==> src/rtl/seg_scan_scheduler.sv <==
// seg_scan_scheduler: four-digit seven-segment scan with per-slot dead time and whole-display flash
module seg_scan_scheduler #(
    parameter int SCAN_DIV     = 100000,
    parameter int BLANK_CYCLES = 1000,
    parameter int FLASH_SLOTS  = 250
) (
    input  logic        Clk,
    input  logic        Reset,
    input  logic        Enable,
    input  logic [27:0] DigitSegs,
    input  logic [3:0]  DigitMask,
    input  logic        FlashEn,
    output logic [3:0]  DigitEn,
    output logic [6:0]  Seg,
    output logic        FlashPhase,
    output logic        SlotTick
);
    localparam int DW = $clog2(SCAN_DIV);
    localparam int FW = $clog2(FLASH_SLOTS + 1);
    localparam logic [DW-1:0] BLK_LAST = DW'(BLANK_CYCLES - 1);
    localparam logic [DW-1:0] DIV_LAST = DW'(SCAN_DIV - 1);
    localparam logic [FW-1:0] FL_LAST  = FW'(FLASH_SLOTS - 1);
    typedef enum logic [1:0] {OFF, BLANK, SHOW} state_t;
    state_t            state, state_n;
    logic [DW-1:0]     div, div_n;
    logic [1:0]        slot, slot_n;
    logic [FW-1:0]     fcnt, fcnt_n;
    logic [3:0][6:0]   frame, frame_n;
    logic [3:0]        en_n;
    logic [6:0]        seg_n;
    logic              phase_n, tick_n, boundary;
    always_ff @(posedge Clk) begin
        if (Reset) begin
            state      <= OFF;
            div        <= '0;
            slot       <= '0;
            fcnt       <= '0;
            frame      <= '0;
            DigitEn    <= '0;
            Seg        <= '0;
            SlotTick   <= 1'b0;
            FlashPhase <= 1'b1;
        end else begin
            state      <= state_n;
            div        <= div_n;
            slot       <= slot_n;
            fcnt       <= fcnt_n;
            frame      <= frame_n;
            DigitEn    <= en_n;
            Seg        <= seg_n;
            SlotTick   <= tick_n;
            FlashPhase <= phase_n;
        end
    end
    always_comb begin
        state_n  = state;
        div_n    = div;
        slot_n   = slot;
        fcnt_n   = fcnt;
        frame_n  = frame;
        phase_n  = FlashPhase;
        tick_n   = 1'b0;
        boundary = (state == SHOW) && (div == DIV_LAST);
        if (!Enable) begin
            state_n = OFF;
            div_n   = '0;
            slot_n  = '0;
            fcnt_n  = '0;
            phase_n = 1'b1;
        end else begin
            case (state)
                OFF: begin
                    state_n = BLANK;
                    frame_n = DigitSegs;
                end
                BLANK: begin
                    div_n   = div + 1'b1;
                    state_n = (div == BLK_LAST) ? SHOW : BLANK;
                end
                SHOW: begin
                    div_n   = boundary ? '0 : div + 1'b1;
                    state_n = boundary ? BLANK : SHOW;
                    slot_n  = boundary ? slot + 2'd1 : slot;
                    tick_n  = boundary;
                    // frame reloads only at frame start so a frame never tears
                    frame_n = (boundary && slot == 2'd3) ? DigitSegs : frame;
                end
                default: state_n = OFF;
            endcase
            if (!FlashEn) begin
                fcnt_n  = '0;
                phase_n = 1'b1;
            end else if (boundary) begin
                fcnt_n  = (fcnt == FL_LAST) ? '0 : fcnt + 1'b1;
                phase_n = (fcnt == FL_LAST) ? !FlashPhase : FlashPhase;
            end
        end
        // outputs are registered from the upcoming state so a slot change always starts dark
        seg_n = (state_n == OFF) ? 7'd0 : frame_n[slot_n];
        en_n  = (state_n == SHOW) ? ((4'b0001 << slot_n) & DigitMask & {4{!FlashEn | FlashPhase}}) : 4'd0;
    end
endmodule

==> config.mk <==
export PLATFORM = sky130hd
export DESIGN_NAME = seg_scan_scheduler
export DESIGN_NICKNAME = d
export VERILOG_FILES = /design/src/rtl/seg_scan_scheduler.sv
export SDC_FILE = /design/constraint.sdc
export NUM_CORES = 1
export LEC_CHECK = 0
export ABC_AREA = 1
export CAP_MARGIN = 10
export CORE_ASPECT_RATIO = 1.1
export CORE_MARGIN = 5
export CORE_UTILIZATION = 48
export CTS_CLUSTER_SIZE = 30
export DETAILED_ROUTE_END_ITERATION = 16
export GPL_TIMING_DRIVEN = 0
export HOLD_SLACK_MARGIN = 0.12
export PLACE_DENSITY = 0.71
export SYNTH_ARGS = -nofsm -noshare
export SYNTH_HDL_FRONTEND = slang
export SYNTH_SLANG_ARGS = --single-unit
==> constraint.sdc <==
create_clock -name Clk -period 2.74 [get_ports Clk]
set_input_delay 0.822 -clock Clk [delete_from_list [all_inputs] [get_ports Clk]]
set_output_delay 0.822 -clock Clk [all_outputs]
set_load 0.02 [all_outputs]
==> flow_summary_export.csv <==
group,metric,value,unit
worst_setup_path,critPathCaptureType,"flop",
place,globalplace.congestion,0.908,
die,die_x,92.4,um
yosys,syn_inst,546,
pwr,power.density,476,mW/mm2
route,drcViolationCount,0,
place,place_area,0.00418,mm2
worst_setup_path,crit_type,"input port to flop",
die,fp.dieH,101,um
route,ant_nets,0,
global_route,grt_max_degree,11,
route,num_vias,3559,
worst_hold_path,hp-class,"flop to flop",
yosys,synth-edff-count,0,
worst_hold_path,worstHoldPathCells,2,
clocking,cts_buffers,9,
layout,drive_above_1_share,5.91,%
yosys,synth_seq_cells,70,
timing,hold_violations,0,
timing,finalCritPeriodShare,92.6,%
layout,area_growth,21.6,%
timing,rsz0062_at_grt,"false",
yosys,synth_area,0.00359,mm2
worst_setup_path,worstPathRequired,3.02,ns
worst_setup_path,arrival,2.82,ns
timing,fmax,0.394,GHz
clocking,clk_latency,0.34,ns
route,first_pass_iters,4,
worst_setup_path,critPathMaxFanout,10,
global_route,antenna_found_initial,0,
layout,diodes,0,
outcome,status,"finished clean",
timing,slew_headroom,55.0,%
worst_setup_path,rrSetupSlack,0.37,ns
yosys,synth_async_sr_flop_share,0,%
die,core_area,0.00739,mm2
die,die-area,0.00930,mm2
place,hpwlAfterDp,6.41,mm
clocking,path_clk_slew,0.07,ns
pwr,leakage,1.95,nW
die,initial_utilization,48.5,%
die,row_count,33,
yosys,synth_seq_area_share,39.1,%
route,drtIter0Drc,211,
die,io_pins,49,
global_route,grt_pass1_wl,15.3,mm
yosys,synth_top_flop_cell,"dfxtp_1",
timing,period_needed,2.54,ns
route,wl_per_cell,12.8,um
yosys,synth_top_area_share,39.1,%
clocking,cts.sinks,70,
layout,fin_nets,649,
layout,final_area,0.00436,mm2
worst_hold_path,hold_path.startpoint,"fcnt[6]",
clocking,cts-root-buf,"clkbuf_8",
timing,setup_violations,0,
place,portBuffers,48,
worst_setup_path,rr_worst_depth,10,
yosys,synthTopCellsByArea,"dfxtp_1, nand2_1, nor2_1",
yosys,avgSynthCellArea,6.57,um2
clocking,clockBufferDepth,2,
pwr,vdd_drop_max,0.372,mV
timing,slew_violations,0,
timing,hold_slack,0.449,ns
worst_setup_path,regToRegEndpoint,"fcnt[5]",
clocking,cts.htree.levels,3,
yosys,yosysMostFrequentCell,"nand2_1",
run,max-cap-violations,0,
yosys,yosysWarnings,0,
yosys,syn_nets,590,
route,wirelength,8.88,mm
timing,skew,0.0118,ns
global_route,first_global_vias,3381,
worst_hold_path,hold_end,"fcnt[6]",
global_route,track_usage,20.7,%
worst_setup_path,worstReg2RegStart,"state[0]",
yosys,synth_cell_types,33,
clocking,cts_tree,"done",
timing,worstMarginPinSlew,0.670,ns
clocking,ctsHoldBuffers,0,
route,vias_per_cell,5.11,
yosys,synth_common_cells,"nand2_1, dfxtp_1, nor2_1, a21oi_1, nand3_1",
yosys,synth.largest_area_cell,"dfxtp_1",
global_route,grt-ovfl-total,0,
worst_setup_path,start_kind,"input port",
==> worst max-delay path: stages <==
cell	delay (ns)
clkdlybuf4s50_1	0.57
clkbuf_1	0.46
clkbuf_1	0.43
nand2_1	0.15
nand2_1	0.09
nand2_1	0.05
nand2_1	0.11
nor2_1	0.06
nor2_1	0.08
==> layer usage <==
layer	vias up	GRT usage [%]	share of wire, %
met5	-	0	0
met4	0	7.89	1.8
met3	13	4.63	5.9
met2	79	33.4	46
met1	1617	27.0	47
li1	1850	-	-
==> flip-flops by register name, indices dropped and copies added, names as in the netlist <==
| signal | count |
|---|---|
| Seg | 7 |
| DigitEn | 4 |
| state | 2 |
| fcnt | 8 |
| slot | 2 |
| frame | 28 |
| div | 17 |
| FlashPhase | 1 |
| SlotTick | 1 |
==> how the worst max path moves through the flow <==
stage | from | endpoint
after global routing | Enable | Seg[2]
after floorplan | div[0] | Seg[1]
after CTS | Enable | Seg[0]
final | Enable | Seg[0]
after global placement | Enable | Seg[1]
after detailed placement | Enable | Seg[0]
==> stage by stage <==
stage	setup slack [ns]	setup TNS, ns	power (mW)	util (%)	instances
3_5_place_dp	-0.184	-1.02	1.31	56.5	681
5_1_grt	0.0250	0	2.17	59.0	696
2_1_floorplan	0.825	0	1.21	-	546
4_1_cts	0.175	0	2.09	59.0	696
3_3_place_gp	-0.188	-1.13	1.30	56.5	681
6_report	0.203	0	2.08	59.0	696
==> placed cells by master, fill, tap and decap left out <==
cell type / synthesis / routed
nor2_1: 57 / 57
xor2_1: 7 / 7
and3_1: 2 / 2
a211oi_1: 3 / 3
o21ai_1: 1 / 1
clkbuf_8: 0 / 13
o2111a_1: 1 / 1
nand2_2: 1 / 1
nand3_4: 1 / 1
nor3_1: 9 / 9
buf_1: 2 / 2
clkbuf_2: 1 / 1
nand2_4: 1 / 1
xnor2_4: 1 / 1
buf_4: 2 / 2
dfxtp_1: 70 / 70
clkdlybuf4s50_1: 0 / 48
and3b_1: 1 / 1
nand4_1: 13 / 13
inv_2: 3 / 4
buf_2: 3 / 3
a21oi_1: 40 / 40
nand2_1: 220 / 220
nor2_4: 2 / 2
or2_2: 3 / 3
ha_1: 8 / 8
clkbuf_1: 12 / 14
nor4_1: 1 / 1
a31oi_1: 1 / 1
nand3_1: 35 / 35
nor2_2: 4 / 4
xnor2_1: 5 / 5
o21ai_0: 3 / 3
inv_1: 32 / 32
==> layout make-up <==
type                    instances  area, um2
fillers                       709       3030
multi-input cells             420       1960
flip-flops and latches         70       1400
repair buffers                 48        480
clock buffers                  15        186
inverters                      36        135
well taps                      87        109
plain buffers                  20       87.6
==> report_power, final <==
part	switching [mW]	total [mW]	internal, mW
combinational	0.125	0.225	0.0996
sequential	0.0137	1.06	1.05
clock	0.367	0.792	0.424
total	0.506	2.08	1.57
==> logic make-up (layout without fill, tap and decap cells) <==
group                    count (synthesis)  after routing  synth area share (%)
buffers and inverters                   56            119                  6.21
adder cells (fa/ha/maj)                  8              8                  2.79
XOR/XNOR                                13             13                  3.70
AO/OA/AOI/OAI                           49             49                  7.25
flip-flops                              70             70                  39.1
AND/OR/NAND/NOR                        350            350                  41.0
==> what timing repair did <==
action | 4_1_cts | 5_1_grt
buffers inserted | 0 | 0
setup endpoints to repair | 0 | 6
resized for setup | 0 | 1
(Power assumes the default switching activity.)
